`config.mk`:
```
export PLATFORM = sky130hd
export DESIGN_NAME = param_reg_file_flat
export DESIGN_NICKNAME = d
export VERILOG_FILES = /design/src/rtl/param_reg_file_pkg.sv /design/src/rtl/param_reg_file_if.sv /design/src/rtl/param_reg_file_clear_seq.sv /design/src/rtl/param_reg_file.sv /design/src/flat_wrapper.sv
export SDC_FILE = /design/constraint.sdc
export NUM_CORES = 1
export LEC_CHECK = 0
export ABC_CLOCK_PERIOD_IN_PS = 2700
export CORE_UTILIZATION = 58
export DETAILED_ROUTE_END_ITERATION = 12
export HOLD_SLACK_MARGIN = 0.1
export PLACE_DENSITY = 0.78
export SLEW_MARGIN = 25
export SYNTH_ARGS = -nofsm -noshare
export SYNTH_HDL_FRONTEND = slang
export SYNTH_SLANG_ARGS = --single-unit
```
`constraint.sdc`:
```
create_clock -name CLK -period 2.7 [get_ports CLK]
set_input_delay 0.54 -clock CLK [delete_from_list [all_inputs] [get_ports CLK]]
set_output_delay 0.54 -clock CLK [all_outputs]
set_load 0.03 [all_outputs]
```
`src/rtl/param_reg_file_pkg.sv`:
```
// ----------------------------------------------------------------------------
// param_reg_pkg
// Shared types and defaults for the parametrised register file.
//   clr_state_t    : soft-clear sequencer states
//   PRF_DATA_WIDTH : default register width
//   PRF_ADDR_WIDTH : default address width (DEPTH = 2**ADDR_WIDTH)
// ----------------------------------------------------------------------------
package param_reg_pkg;

    localparam int PRF_DATA_WIDTH = 8;
    localparam int PRF_ADDR_WIDTH = 3;

    typedef enum logic {
        IDLE     = 1'b0,
        CLEARING = 1'b1
    } clr_state_t;

endpackage : param_reg_pkg

```
`src/rtl/param_reg_file_if.sv`:
```
// ----------------------------------------------------------------------------
// param_reg_file_if
// Bus bundle between the control unit / ALU and the register file.
//   IN, INADDRESS, WRITE     : write port
//   OUT1ADDRESS, OUT2ADDRESS : read addresses
//   CLEAR                    : soft-clear request
//   OUT1, OUT2               : read data (combinational)
//   BUSY, WRITE_ERR          : status
// master = requester side, slave = register file side.
// ----------------------------------------------------------------------------
interface param_reg_file_if #(
    parameter int DATA_WIDTH = param_reg_pkg::PRF_DATA_WIDTH,
    parameter int ADDR_WIDTH = param_reg_pkg::PRF_ADDR_WIDTH
);

    logic [DATA_WIDTH-1:0] IN;
    logic [ADDR_WIDTH-1:0] INADDRESS;
    logic                  WRITE;
    logic [ADDR_WIDTH-1:0] OUT1ADDRESS;
    logic [ADDR_WIDTH-1:0] OUT2ADDRESS;
    logic                  CLEAR;
    logic [DATA_WIDTH-1:0] OUT1;
    logic [DATA_WIDTH-1:0] OUT2;
    logic                  BUSY;
    logic                  WRITE_ERR;

    modport master (
        output IN, INADDRESS, WRITE, OUT1ADDRESS, OUT2ADDRESS, CLEAR,
        input  OUT1, OUT2, BUSY, WRITE_ERR
    );

    modport slave (
        input  IN, INADDRESS, WRITE, OUT1ADDRESS, OUT2ADDRESS, CLEAR,
        output OUT1, OUT2, BUSY, WRITE_ERR
    );

endinterface : param_reg_file_if

```
`src/rtl/param_reg_file_clear_seq.sv`:
```
// ----------------------------------------------------------------------------
// reg_clear_seq
// Soft-clear sequencer: walks a pointer over every entry, one per cycle.
//   clk_i, rst_n_i : clock, async active-low reset
//   clear_i        : clear request (only honoured in IDLE)
//   busy_o         : registered, high for exactly DEPTH cycles
//   clr_stb_o      : zero the entry at clr_addr_o on this edge
//   clr_addr_o     : entry being cleared
//
// state    | meaning
// IDLE     | no clear in progress, writes allowed
// CLEARING | zeroing entry ptr_q each edge, writes dropped
// ----------------------------------------------------------------------------
module reg_clear_seq
    import param_reg_pkg::*;
#(
    parameter int ADDR_WIDTH = PRF_ADDR_WIDTH
) (
    input  logic                  clk_i,
    input  logic                  rst_n_i,
    input  logic                  clear_i,
    output logic                  busy_o,
    output logic                  clr_stb_o,
    output logic [ADDR_WIDTH-1:0] clr_addr_o
);

    localparam logic [ADDR_WIDTH-1:0] LAST_PTR = {ADDR_WIDTH{1'b1}};

    clr_state_t            state_q;
    logic [ADDR_WIDTH-1:0] ptr_q;
    logic                  busy_q;

    always_ff @(posedge clk_i or negedge rst_n_i) begin
        if (!rst_n_i) begin
            state_q <= IDLE;
            ptr_q   <= '0;
            busy_q  <= 1'b0;
        end else begin
            case (state_q)
                IDLE: begin
                    if (clear_i) begin
                        state_q <= CLEARING;
                        ptr_q   <= '0;
                        busy_q  <= 1'b1;
                    end
                end
                CLEARING: begin
                    // CLEAR is ignored here, so the sequence never restarts or stretches.
                    if (ptr_q == LAST_PTR) begin
                        state_q <= IDLE;
                        ptr_q   <= '0;
                        busy_q  <= 1'b0;
                    end else begin
                        ptr_q <= ptr_q + 1'b1;
                    end
                end
                default: begin
                    state_q <= IDLE;
                    ptr_q   <= '0;
                    busy_q  <= 1'b0;
                end
            endcase
        end
    end

    assign busy_o     = busy_q;
    assign clr_stb_o  = (state_q == CLEARING);
    assign clr_addr_o = ptr_q;

endmodule : reg_clear_seq

```
`src/rtl/param_reg_file.sv`:
```
// ----------------------------------------------------------------------------
// param_reg_file
// 2**ADDR_WIDTH x DATA_WIDTH register file, one write port, two async reads,
// optional write bypass, optional hardwired zero entry, soft clear.
//   CLK     : rising-edge clock
//   RESET_N : async active-low reset
//   bus     : param_reg_file_if.slave (write/read/clear inputs, data/status out)
// ----------------------------------------------------------------------------
module param_reg_file
    import param_reg_pkg::*;
#(
    parameter int DATA_WIDTH = PRF_DATA_WIDTH,
    parameter int ADDR_WIDTH = PRF_ADDR_WIDTH,
    parameter int BYPASS     = 1,
    parameter int ZERO_REG   = 0
) (
    input  logic             CLK,
    input  logic             RESET_N,
    param_reg_file_if.slave  bus
);

    localparam int DEPTH = 1 << ADDR_WIDTH;

    logic [DATA_WIDTH-1:0] mem_q [DEPTH];
    logic                  busy;
    logic                  clr_stb;
    logic [ADDR_WIDTH-1:0] clr_addr;
    logic                  wr_zero;
    logic                  wr_acc;
    logic                  write_err_d;
    logic                  write_err_q;

    reg_clear_seq #(
        .ADDR_WIDTH (ADDR_WIDTH)
    ) u_clear_seq (
        .clk_i      (CLK),
        .rst_n_i    (RESET_N),
        .clear_i    (bus.CLEAR),
        .busy_o     (busy),
        .clr_stb_o  (clr_stb),
        .clr_addr_o (clr_addr)
    );

    // Writes to a hardwired zero entry vanish silently; they are not errors.
    always_comb begin
        wr_zero     = (ZERO_REG != 0) && (bus.INADDRESS == '0);
        wr_acc      = bus.WRITE && !busy && !bus.CLEAR && !wr_zero;
        write_err_d = bus.WRITE && (busy || bus.CLEAR) && !wr_zero;
    end

    // Clear strobe and accepted write are mutually exclusive (wr_acc needs !busy).
    always_ff @(posedge CLK or negedge RESET_N) begin
        if (!RESET_N) begin
            for (int i = 0; i < DEPTH; i++) begin
                mem_q[i] <= '0;
            end
        end else if (clr_stb) begin
            mem_q[clr_addr] <= '0;
        end else if (wr_acc) begin
            mem_q[bus.INADDRESS] <= bus.IN;
        end
    end

    always_ff @(posedge CLK or negedge RESET_N) begin
        if (!RESET_N) begin
            write_err_q <= 1'b0;
        end else begin
            write_err_q <= write_err_d;
        end
    end

    // Zero entry wins over bypass; bypass only forwards writes that will land.
    function automatic logic [DATA_WIDTH-1:0] read_mux(
        input logic [ADDR_WIDTH-1:0] raddr,
        input logic [DATA_WIDTH-1:0] stored,
        input logic                  acc,
        input logic [ADDR_WIDTH-1:0] waddr,
        input logic [DATA_WIDTH-1:0] wdata
    );
        logic [DATA_WIDTH-1:0] rd;
        rd = stored;
        if ((BYPASS != 0) && acc && (waddr == raddr)) begin
            rd = wdata;
        end
        if ((ZERO_REG != 0) && (raddr == '0)) begin
            rd = '0;
        end
        return rd;
    endfunction

    assign bus.OUT1      = read_mux(bus.OUT1ADDRESS, mem_q[bus.OUT1ADDRESS],
                                    wr_acc, bus.INADDRESS, bus.IN);
    assign bus.OUT2      = read_mux(bus.OUT2ADDRESS, mem_q[bus.OUT2ADDRESS],
                                    wr_acc, bus.INADDRESS, bus.IN);
    assign bus.BUSY      = busy;
    assign bus.WRITE_ERR = write_err_q;

endmodule : param_reg_file

```
`src/flat_wrapper.sv`:
```
// flat-port wrapper written by rule: the top's interface ports become plain ports
module param_reg_file_flat import param_reg_pkg::*;
#(
    parameter int DATA_WIDTH = PRF_DATA_WIDTH,
    parameter int ADDR_WIDTH = PRF_ADDR_WIDTH,
    parameter int BYPASS     = 1,
    parameter int ZERO_REG   = 0
)
  (CLK, RESET_N, bus_IN, bus_INADDRESS, bus_WRITE, bus_OUT1ADDRESS, bus_OUT2ADDRESS, bus_CLEAR, bus_OUT1, bus_OUT2, bus_BUSY, bus_WRITE_ERR);
  param_reg_file_if #(.DATA_WIDTH(DATA_WIDTH), .ADDR_WIDTH(ADDR_WIDTH)) bus_i ();
  input  logic CLK;
  input  logic RESET_N;
  input wire logic [$bits(bus_i.IN)-1:0] bus_IN;
  input wire logic [$bits(bus_i.INADDRESS)-1:0] bus_INADDRESS;
  input wire logic [$bits(bus_i.WRITE)-1:0] bus_WRITE;
  input wire logic [$bits(bus_i.OUT1ADDRESS)-1:0] bus_OUT1ADDRESS;
  input wire logic [$bits(bus_i.OUT2ADDRESS)-1:0] bus_OUT2ADDRESS;
  input wire logic [$bits(bus_i.CLEAR)-1:0] bus_CLEAR;
  output wire logic [$bits(bus_i.OUT1)-1:0] bus_OUT1;
  output wire logic [$bits(bus_i.OUT2)-1:0] bus_OUT2;
  output wire logic [$bits(bus_i.BUSY)-1:0] bus_BUSY;
  output wire logic [$bits(bus_i.WRITE_ERR)-1:0] bus_WRITE_ERR;
  assign bus_i.IN = bus_IN;
  assign bus_i.INADDRESS = bus_INADDRESS;
  assign bus_i.WRITE = bus_WRITE;
  assign bus_i.OUT1ADDRESS = bus_OUT1ADDRESS;
  assign bus_i.OUT2ADDRESS = bus_OUT2ADDRESS;
  assign bus_i.CLEAR = bus_CLEAR;
  assign bus_OUT1 = bus_i.OUT1;
  assign bus_OUT2 = bus_i.OUT2;
  assign bus_BUSY = bus_i.BUSY;
  assign bus_WRITE_ERR = bus_i.WRITE_ERR;
  param_reg_file #(.DATA_WIDTH(DATA_WIDTH), .ADDR_WIDTH(ADDR_WIDTH), .BYPASS(BYPASS), .ZERO_REG(ZERO_REG)) u_core (.CLK(CLK), .RESET_N(RESET_N), .bus(bus_i));
endmodule
```
## After elaboration in Yosys (flattened, before gate mapping)

Index checks and enable logic that the tools add are counted.

- Add/sub/neg operators: 1
- $lt $le $gt $ge: 6
- Equality and inequality tests: 5
- Multiplexer cells: 24
- Bitwise logic cells: 7
- Reductions and logical operators: 12

Operator list:

| kind | count |
|---|---|
| $mux 64 | 2 |
| $and 64x64->64 | 1 |
| $bwmux 64 | 1 |
| $mux 8 | 8 |
| $not 64->64 | 1 |
| $bmux 8 s3 | 2 |
| $demux 8 s3 | 2 |
| $ge 4x4->1 const B | 4 |
| $not 3->4 | 4 |
| $lt 4x1->1 const B | 2 |
| $logic_and 1x1->1 | 7 |
| $eq 3x3->1 | 2 |
| $mux 3 | 2 |
| $pmux 3 s2 | 1 |
| $mux 1 | 4 |
| $pmux 1 s2 | 2 |
| $add 3x1->3 const B | 1 |
| $eq 3x3->1 const B | 1 |
| $logic_not 1->1 | 2 |
| $ne 2x1->1 const B | 1 |
| $ne 2x2->1 const B | 1 |
| $reduce_and 2->1 | 1 |
| $reduce_bool 2->1 | 1 |
| $logic_or 1x1->1 | 1 |
| $not 1->1 | 1 |

- Register bits after elaboration: 70
- Input bits: 21
- Word-level logic and storage cells: 67

## Logic depth before layout (Yosys ltp)

Gate-level depths: netlist (run 1).

- Depth in word-level cells: 8
- Depth in mapped cells: 6

## Modules after synthesis

Synthesis (run 1) repeated with hierarchy kept, for this count alone.

- Cells, all modules: 341
- Area total of the unflattened synthesis: 4209.0 um^2

Modules (own cells, without submodules):

| module | instances | cells an instance | area each (um^2) | sequential area each (um^2) |
|---|---|---|---|---|
| param_reg_file | 1 | 321 | 3975.1 | 1626.6 |
| reg_clear_seq | 1 | 20 | 234.0 | 125.1 |

## Least setup slack after synthesis (run 1)

OpenSTA, ideal clock, no wires.

- Kind: input -> output
- From: input bus_OUT2ADDRESS[0]
- To: output bus_OUT2[0]
- Arrival time: 2258 ps
- Data required time: 2160 ps
- Path slack: -98 ps
- Stages: 5
- Cell sequence: buf_2 buf_2 xnor2_1 nand4_1 mux2i_1

- Word-level cells in the longest chain between the ends: 5
- Elaborated cells on any way between the ends: 7
- Those cells by class: 1 x eq/ne; 4 x mux; 1 x bitwise; 1 x reduce/logical

Ends and longest elaborated chain:

| element | RTL line | text |
|---|---|---|
| start: declaration | flat_wrapper.sv:17 | `input wire logic [$bits(bus_i.OUT2ADDRESS)-1:0] bus_OUT2ADDRESS;` |
| $not 3->4 (not written as such) | param_reg_file.sv:93 | `assign bus.OUT2 = read_mux(bus.OUT2ADDRESS, mem_q[bus.OUT2ADDRESS],` |
| $bmux 8 s3 | param_reg_file.sv:93 |  |
| $mux 8 (not written as such) (2 in series) | param_reg_file.sv:93 |  |
| $mux 8 (*) | param_reg_file.sv:82 | `if ((BYPASS != 0) && acc && (waddr == raddr)) begin` |
| end: declaration | flat_wrapper.sv:20 | `output wire logic [$bits(bus_i.OUT2)-1:0] bus_OUT2;` |

Mark *: on every way between the ends. The rest lies on a longest branch, timed or not. The select of a mux whose other input is x is not followed.

## Worst setup path after layout (run 1)

- From: input bus_OUT2ADDRESS[0]
- To: output bus_OUT2[1]

The elaborated chain is that of the path after synthesis.

==> flow_results.org, run 1 <==
** Outcome
- The flow ran to the end, and the final reports show no timing, DRC or antenna violations.

** Timing
- Setup violations remaining at the end of the flow were counted as 0.
- Final number of hold-violating endpoints :: 0
- Unrepaired setup endpoints after global routing :: no
- At the pin with the least slew margin, the transition time is around 0.6 ns.
- In the finished design, the share of the clock period the worst path needs comes to 0.987.
- Max Freq :: 375 MHz
- Measured against its own limit, the worst slew margin works out to 0.599.
- On the final layout, the worst hold slack is 0.134 ns.
- The clock arrives with roughly 0.0095 ns of skew.
- Subtracting the final worst setup slack from the clock period gives 2.67 ns.
- Total count of max-transition violations in the final report :: 0

** Logic synthesis
- Post-synth EDFFs :: 0
- Complex-gate fraction of the synthesized area :: 0.00507
- Counting distinct cell types in the post-synthesis netlist gives 30.
- Dominant cells by area after synthesis :: sky130_fd_sc_hd__dfrtp_1 (42%), sky130_fd_sc_hd__mux2i_1 (23%), sky130_fd_sc_hd__mux4_2 (17%), sky130_fd_sc_hd__nand2_1 (6.0%), sky130_fd_sc_hd__xnor2_1 (1.3%)
- A synthesized cell averages 12.3 µm².
- Of the total synthesized cell area, the portion taken by AND, OR, NAND and NOR gates is 0.119.
- In the synthesized netlist, the number of instances is 342.
- Largest family of logic cells by synthesized area :: multiplexers
- Yosys printed 0 warnings.
- Counting every net in the synthesized netlist gives about 370.
- Adder and majority gate portion of the synthesized area :: 0.00597
- Mux cell area share after synthesis :: 0.403
- Fraction of synthesized cell area in xor and xnor cells :: 0.0125
- Cell Area, Synth :: 4190 µm²
- Cell taking the most area after synthesis :: sky130_fd_sc_hd__dfrtp_1
- Proportion of synthesized chip area in sequential cells :: 0.418
- Top-area cell type share of the netlist area :: 0.418
- Fraction of synthesis flops using an asynchronous set or reset pin :: 1.00
- Most used DFF post-synth :: sky130_fd_sc_hd__dfrtp_1
- After synthesis the netlist holds a flip-flop and latch count of 70.

** Drt
- Once detail routing completed, the nets flagged for antenna violations numbered 0.
- Total DRC errors in the routed layout :: 0
- Router iterations before antenna repair :: 5
- Number of vias after detailed routing :: 3,209
- Summed over all layers, the routed wires come to 11,600 µm.
- The first routing iteration left 257 violations.
- Dividing the detail-routed via count by the number of cells gives 6.35.
- After detailed routing, the average wire length per cell comes to roughly 23 µm.

** Global routing
- After global routing the overflow that remains totals 0.
- The initial antenna violation count was 0.
- The via count of the first global-routing pass is 3,258.
- The layer flagged by global routing as most heavily used is met2.
- Maximum number of pins on one net before global-route repair :: 26
- Global-route wire length before repair :: 18,100 µm
- Met3 track utilization from global routing :: 0.0872
- For met2 alone, demand over resource in global routing was 0.528.
- Overall track demand over capacity in global routing :: 0.340
- For this run, global-route usage on met1 was measured as 0.458.

** Clock network
- CTS clk-pin slew, worst paths :: 0.08 ns
- CTS Buf Count :: 9
- TritonCTS built the clock tree.
- Buffers inserted to repair hold after CTS numbered 0.
- The clock drives 70 sinks.
- Master cell of the clock root buffer :: sky130_fd_sc_hd__clkbuf_8
- H-tree Lvls :: 3
- The later pin in the worst-skew pair is clocked with a latency of around 0.36 ns.
- Clock buffer depth :: 2

** Critical path
- Largest stage delay on the critical path :: 0.51 ns
- The worst setup path is launched from an input pin.
- Data on the critical path arrives at its endpoint at roughly 2.1 ns.
- Setup crit end kind :: output port
- Critical-path maximum fanout :: 8
- Worst path cell trace :: dlygate4sd2_1, bufbuf_16, mux4_2, mux2i_1, mux2i_1, buf_4
- Data required time of the worst path :: 2.16 ns
- Slowest library cell on the worst path :: sky130_fd_sc_hd__mux4_2
- Startpoint-to-endpoint class of the critical path :: in2out
- Most common cell type on the critical path :: sky130_fd_sc_hd__mux2i_1

** Power and ir drop
- Net switching power :: approximately 0.0014 W
- For this design the static power due to leakage is between 2 and 3 nW.
- Combinational power share :: 0.347
- The internal power of the cells totals 0.00241 W.
- For this design the ratio of total power to cell area is 739 nW/µm².
- Switching power share of the total :: 0.368
- The share of total power dissipated in the clock network is 0.249.
- IR analysis of the VDD net gives a maximum drop of 0.579 mV.
- The share of total power dissipated in sequential elements is 0.403.

** Placement
- RD Place Congestion :: 0.893
- After legalization and detailed placement, the total HPWL measured 7600 µm.
- Buffers added on ports :: 38
- The number of placed instances, taps included, is between 400 and 500.

** Flow run
- Total of max-cap violations :: 0

** Die
- In this run the standard cell core region covers 6910 µm².
- After floorplanning, the core was divided into 30 placement rows.
- The die covers 7570 µm².
- For this configuration, the core starts out at a cell density of 0.607.
- The floorplan step set the die width to a little under 90 µm.
- Vert. Die Dim :: 87.0 µm
- I/O Pins :: 39

** Hold path
- Hold WC Path Type :: in2async

** Cells and area
- Layout Cells excl Fill :: approximately 510
- Syn-to-layout area delta :: 23.1%
- In the final design database the tool counted 427 nets.
- Number of antenna repair diodes :: 0
- In the final layout, the share of cells above drive strength 1 is 0.274.
- Fillcell total :: 506
-- registers in the layout (all words and copies together), names as in the netlist --
signal / cells
u_core.bus.WRITE_ERR: 1
u_core.u_clear_seq.clr_addr_o: 3
u_core.u_clear_seq.clr_stb_o: 1
u_core.u_clear_seq.busy_o: 1
u_core.mem_q: 64
-- stage by stage --
step / util / setup WS [ns] / area, µm² / TNS [ns] / total power (W)
finish: 0.747 / 0.0347 / 5160 / 0 / 0.00381
global route: 0.747 / 0.00523 / 5160 / 0 / 0.00399
CTS: 0.744 / 0.0429 / 5140 / 0 / 0.00379
detailed placement: 0.703 / -0.120 / 4860 / -1.09 / 0.00283
global placement: 0.703 / -0.102 / 4860 / -1.07 / 0.00278
floorplan: - / -0.0981 / 4190 / -1.54 / 0.00238
-- layer usage --
metal	vias to the layer above	wire (µm)
met1	1628	4690
met2	173	5560
met5	-	0
met3	39	904
met4	0	411
li1	1369	-
-- worst max-delay path: cells and delay by family --
kind	cells	cell delay (ns)
muxes	3	0.75
buffers and inverters	3	0.83
-- cell usage in the layout (no fill, tap or decap), types with 2 or more instances in the layout --
| cell | synthesis | layout |
|---|---|---|
| sky130_fd_sc_hd__clkdlybuf4s50_1 | 0 | 16 |
| sky130_fd_sc_hd__buf_4 | 0 | 49 |
| sky130_fd_sc_hd__buf_6 | 1 | 2 |
| sky130_fd_sc_hd__ha_1 | 2 | 2 |
| sky130_fd_sc_hd__bufbuf_16 | 0 | 2 |
| sky130_fd_sc_hd__nand4b_1 | 5 | 5 |
| sky130_fd_sc_hd__mux4_2 | 32 | 32 |
| sky130_fd_sc_hd__clkinvlp_4 | 0 | 2 |
| sky130_fd_sc_hd__xnor2_1 | 6 | 6 |
| sky130_fd_sc_hd__o21ai_0 | 2 | 2 |
| sky130_fd_sc_hd__clkinv_1 | 8 | 8 |
| sky130_fd_sc_hd__clkbuf_1 | 12 | 2 |
| sky130_fd_sc_hd__bufinv_16 | 0 | 2 |
| sky130_fd_sc_hd__dlygate4sd2_1 | 0 | 3 |
| sky130_fd_sc_hd__nor4b_2 | 0 | 2 |
| sky130_fd_sc_hd__dfrtp_1 | 70 | 70 |
| sky130_fd_sc_hd__buf_12 | 0 | 3 |
| sky130_fd_sc_hd__nand4_1 | 3 | 3 |
| sky130_fd_sc_hd__nand2_1 | 67 | 67 |
| sky130_fd_sc_hd__nand2b_1 | 3 | 3 |
| sky130_fd_sc_hd__clkbuf_8 | 0 | 9 |
| sky130_fd_sc_hd__or4bb_1 | 2 | 2 |
| sky130_fd_sc_hd__dlymetal6s2s_1 | 0 | 2 |
| sky130_fd_sc_hd__mux2i_1 | 97 | 96 |
| sky130_fd_sc_hd__nor2_1 | 3 | 3 |
-- path summary, 6_finish.rpt --
path / start / endpoint / slack (ns) / cells past startpoint
worst min-delay path: RESET_N / u_core.mem_q[50] / 0.13 / 1
min in group CLK: u_core.mem_q[10] / u_core.mem_q[10] / 0.54 / 2
max in group asynchronous: RESET_N / u_core.mem_q[43] / 1.84 / 2
worst min register to register: u_core.mem_q[10] / u_core.mem_q[10] / 0.54 / 2
worst max-delay path: bus_OUT2ADDRESS[0] / bus_OUT2[1] / 0.03 / 6
worst max register to register: u_core.u_clear_seq.busy_o / u_core.mem_q[43] / 0.71 / 4
-- area by class of cell --
| class | instances | area, µm² | share of cell area |
|---|---|---|---|
| clock buffer | 11 | 131 | 0.0254 |
| clock inverter | 5 | 83.8 | 0.0162 |
| inverter | 9 | 33.8 | 0.00654 |
| multi-input combinational | 236 | 2310 | 0.447 |
| sequential | 70 | 1750 | 0.339 |
| tap | 96 | 120 | 0.0233 |
| timing repair buffer | 78 | 732 | 0.142 |
-- power by group through the flow --
stage / combinational, W / sequential [W] / clock, W
floorplan: 0.000916 / 0.00146 / 0
global placement: 0.00126 / 0.00152 / 0
detailed placement: 0.00129 / 0.00154 / 0
CTS: 0.00131 / 0.00153 / 0.000954
global route: 0.00142 / 0.00156 / 0.00101
finish: 0.00132 / 0.00154 / 0.000951
-- cells by family after synthesis --
group | count (synthesis)
xor gates and xnor gates | 6
DFF | 70
buffers and inverters | 36
muxes | 129
and+or+nand+nor | 95
adders and majority gates | 2
AOI/OAI and AO/OA | 4
-- synth_stat cells, types with 2 or more instances --
library cell / instances
sky130_fd_sc_hd__buf_1: 6
sky130_fd_sc_hd__nand4b_1: 5
sky130_fd_sc_hd__nor2_1: 3
sky130_fd_sc_hd__or4bb_1: 2
sky130_fd_sc_hd__mux4_2: 32
sky130_fd_sc_hd__nor4b_1: 3
sky130_fd_sc_hd__ha_1: 2
sky130_fd_sc_hd__nand4_1: 3
sky130_fd_sc_hd__clkbuf_1: 12
sky130_fd_sc_hd__xnor2_1: 6
sky130_fd_sc_hd__o21ai_0: 2
sky130_fd_sc_hd__dfrtp_1: 70
sky130_fd_sc_hd__nand2b_1: 3
sky130_fd_sc_hd__mux2i_1: 97
sky130_fd_sc_hd__clkinv_1: 8
sky130_fd_sc_hd__nand2_1: 67
sky130_fd_sc_hd__buf_2: 8
-- repair_timing --
action                     4_1_cts  5_1_grt
resized for setup                3        6
hold endpoints to repair         0        0
cloned                           2        0
setup endpoints to repair       16        9
pin swaps                        1        1
buffers inserted                 1        0
Note: power is estimated with default switching activity, not from simulation.
==> run 2: changes to the inputs <==
SYNTH_HIERARCHICAL = 1   (was unset)
==> run 2 against run 1 <==
Net effect:
- clock skew is 0.0034 ns lower
- sequential cell count stayed put
- register-to-register slack worse by 0.09 ns
- global-route usage is 0.26 points lower
- largest cell class unchanged
- highest routed layer unchanged
==> flow_results.org, run 2 <==
** Outcome
- Result of the run :: finished clean

** Cells and area
- The cell area after layout came to 5210 µm² (+0.87%).
- The library cell used most frequently in the layout, excluding fill and tap cells, is sky130_fd_sc_hd__mux2i_1.
- Post-layout nets :: 433 (+1.4%)
- Layout Cells excl Fill :: 509 (+0.79%)
- Utilization of the core after routing :: 0.754 (+0.00652)
- The antenna diode instance count came to 0 (unchanged).
- The area growth from synthesis to layout is 23.7%.
- Max reg flops :: 64 (unchanged)
- The layout cell share with drive strength beyond 1 came to 0.288 (+0.0143).
- Most frequent cells in the layout :: sky130_fd_sc_hd__mux2i_1 (96), sky130_fd_sc_hd__dfrtp_1 (70), sky130_fd_sc_hd__nand2_1 (65), sky130_fd_sc_hd__buf_4 (51), sky130_fd_sc_hd__mux4_2 (32)
- The register with the most flip-flops in the final layout is u_core/mem_q.

** Critical path
- The data arrival time of the critical path was 2.07 ns (-0.06 ns).
- The peak fanout along the critical path is 8 (unchanged).
- The critical path is of the in2out type.
- For this design, the slowest cell found on the critical path is sky130_fd_sc_hd__mux4_2.
- CP top delay family :: multiplexers
- The required time at the endpoint of the critical path came to 2.16 ns (about the same).
- Worst path bufs/invs :: 3 (unchanged)
- Most common cell type on the critical path :: sky130_fd_sc_hd__mux2i_1
- Worst path cell trace :: dlygate4sd2_1, bufbuf_16, mux4_2, mux2i_1, mux2i_1, buf_4
- The worst setup path is launched from an input pin.
- Setup crit end kind :: output port
- Largest stage delay on the critical path :: 0.49 ns (-0.02 ns)

** Die
- The overall die height was 87.2 µm (+0.18%).
- The area inside the core boundary was 6910 µm² (unchanged).
- Number of placement rows :: 30 (unchanged)
- Effective utilization at floorplan :: 0.609 (+0.00236)
- Horizontal die dimension :: 87.2 µm (+0.18%)
- I/O Pins :: 39 (unchanged)
- Area of the die :: 7600 µm² (+0.37%)

** Drt
- Number of vias after detailed routing :: 3,193 (-0.50%)
- Ratio of routed vias to standard cells :: 6.27 (-1.3%)
- The number of nets with antenna violations after detailed routing was 0 (unchanged).
- Average detailed-routed wire length per instance :: 22.8 µm (-0.54%)
- The post-detailed-routing wire length is 11,600 µm (+0.25%).
- The first-pass iteration count of the detailed router came to 5 (unchanged).
- The detailed-route DRC error count was 0 (unchanged).
- The detailed router's first-iteration violation count was 456 (+77%).

** Timing
- Max Freq :: 384 MHz (+2.3%)
- The final number of hold-violating endpoints was 0 (unchanged).
- Final setup violation count :: 0 (unchanged)
- The number of pins with negative max-slew slack in the final report came to 0 (unchanged).
- Min Clock Period, post-route :: 2.61 ns (-0.0603 ns)
- Setup TNS Final :: 0 ns (unchanged)
- Worst rel slew slack :: 0.556 (-0.0431)
- Worst setup skew after layout :: 0.00610 ns (-0.00338 ns)
- The share of the clock period used by the worst path was 0.965 (-0.0223).
- Transition time at the pin with the least slew margin :: 0.663 ns (+0.0643 ns)
- Unrepaired setup endpoints after global routing :: no

** Logic synthesis
- The async set or reset register ratio after synthesis is 1.00 (unchanged).
- Post-synth EDFFs :: 0 (unchanged)
- The total of flip-flops plus latches after synthesis was 70 (unchanged).
- Syn_nets :: 365 (unchanged)
- Cell with the most instances after synthesis :: sky130_fd_sc_hd__mux2i_1
- Dominant cells by area after synthesis :: sky130_fd_sc_hd__dfrtp_1 (42%), sky130_fd_sc_hd__mux2i_1 (23%), sky130_fd_sc_hd__mux4_2 (17%), sky130_fd_sc_hd__nand2_1 (5.8%), sky130_fd_sc_hd__xnor2_1 (1.2%)
- Count of cell types in the netlist :: 30 (unchanged)
- Most used DFF post-synth :: sky130_fd_sc_hd__dfrtp_1
- The fraction of post-synthesis cell area in the top cell type by area was 0.416 (-0.00161).
- In the synthesized netlist, the cells that appear most often are sky130_fd_sc_hd__mux2i_1 (97), sky130_fd_sc_hd__dfrtp_1 (70), sky130_fd_sc_hd__nand2_1 (65).
- The synthesized design spends more area on one cell type than any other, namely sky130_fd_sc_hd__dfrtp_1.
- Syn avg cell area :: 12.3 µm² (+0.68%)
- Gate count of the mapped netlist :: 341 (-0.29%)
- The number of synthesis warnings was 6 (+6).
- Proportion of synthesized chip area in sequential cells :: 0.416 (-0.00161)
- The mapped cell area is 4210 µm² (+0.39%).

** Placement
- The final HPWL from detailed placement is 7450 µm (-1.9%).
- The weighted congestion at the end of routability-driven global placement was 0.809 (-9.4%).
- The post-placement cell area is 4900 µm² (+0.90%).
- The total of buffers placed on input and output ports came to 38 (unchanged).
- Placed cells :: 483 (-0.62%)

** Flow run
- The number of violations of the max-capacitance limit was 0 (unchanged).

** Power and ir drop
- Max IR drop VDD :: 0.512 mV (-11%)
- Static leakage :: 2.56 nW (+1.2%)
- Power per unit of standard cell area :: 721 nW/µm² (-2.3%)

** Global routing
- Overall track demand over capacity in global routing :: 0.337 (-0.00258)
- The overflow left after global routing came to 0 (unchanged).
- The maximum number of pins on one net before global-route repair is 71 (+170%).
- Via count of the first global-routing pass :: 3,278 (+0.61%)
- The initial antenna violation count is 0 (unchanged).
- The wire length of the first global-routing pass is 18,100 µm (+0.15%).

** Clock network
- The worst-skew pair later-pin latency came to 0.36 ns (about the same).
- Clock buffer depth :: 2 (unchanged)
- The number of levels the H-tree was split into is 3 (unchanged).
- Clock sink count :: 70 (unchanged)
- TritonCTS built the clock tree.
- Master cell of the clock root buffer :: sky130_fd_sc_hd__clkbuf_8
- The clock transition at the register clock pins on the worst setup and hold paths after CTS was 0.07 ns (about the same).
- CTS Buf Count :: 9 (unchanged)
- The hold buffer count at CTS came to 0 (unchanged).

** Hold path
- The tightest min-delay check is of the in2async type.
[run 2: final timing paths]
check                                               start               end  slack (ns)  depth (start not counted)
worst max-delay path                   bus_OUT1ADDRESS[0]       bus_OUT1[2]        0.09                          6
worst max register to register  u_core/u_clear_seq/busy_o  u_core/mem_q[29]        0.62                          4
worst min-delay path                              RESET_N  u_core/mem_q[60]        0.20                          2
max in group asynchronous                         RESET_N  u_core/mem_q[48]        2.19                          2
min in group CLK                         u_core/mem_q[60]  u_core/mem_q[60]        0.55                          2
worst min register to register           u_core/mem_q[60]  u_core/mem_q[60]        0.55                          2
[run 2: cell families after synthesis]
logic type,count (synthesis),synth area share
muxes,129,0.402
and+or+nand+nor,91,0.114
DFF,70,0.416
buffers and inverters,37,0.0381
xor gates and xnor gates,6,0.0125
AOI/OAI and AO/OA,5,0.00892
adders and majority gates,3,0.00892
[run 2: repair_timing]
action                     in CTS  in global routing
hold endpoints to repair        0                  0
resized for setup               2                  7
buffers inserted                3                  6
setup endpoints to repair      16                  8
gates cloned                    2                  0
[run 2: area by class of cell]
cell class / instances / area (µm²)
multi-input combinational: 234 / 2320
timing repair buffer: 83 / 813
tap: 96 / 120
fill: 472 / 1700
clock inverter: 6 / 38.8
clock buffer: 9 / 124
sequential: 70 / 1750
inverter: 11 / 41.3
[run 2: per-stage QoR]
| stage | hold WS, ns | worst slack [ns] | power, W |
|---|---|---|---|
| detailed placement | 0.533 | -0.0835 | 0.00299 |
| CTS | 0.219 | 0.00822 | 0.00374 |
| floorplan | 0.244 | -0.108 | 0.00249 |
| global placement | 0.522 | -0.0684 | 0.00292 |
| finish | 0.198 | 0.0949 | 0.00376 |
| global route | 0.217 | 0.0298 | 0.00397 |
[run 2: layer usage]
layer | vias up | global-route usage | share of wire
li1 | 1393 | - | -
met1 | 1601 | 0.430 | 0.39
met2 | 172 | 0.554 | 0.49
met3 | 27 | 0.100 | 0.095
met4 | 0 | 0.119 | 0.024
met5 | - | 0 | 0
[run 2: power breakdown]
| group | internal (W) | leakage [nW] | switching (W) |
|---|---|---|---|
| clock | 0.000326 | 0.0813 | 0.000407 |
| sequential | 0.00133 | 0.949 | 0.000265 |
| combinational | 0.000655 | 1.53 | 0.000777 |
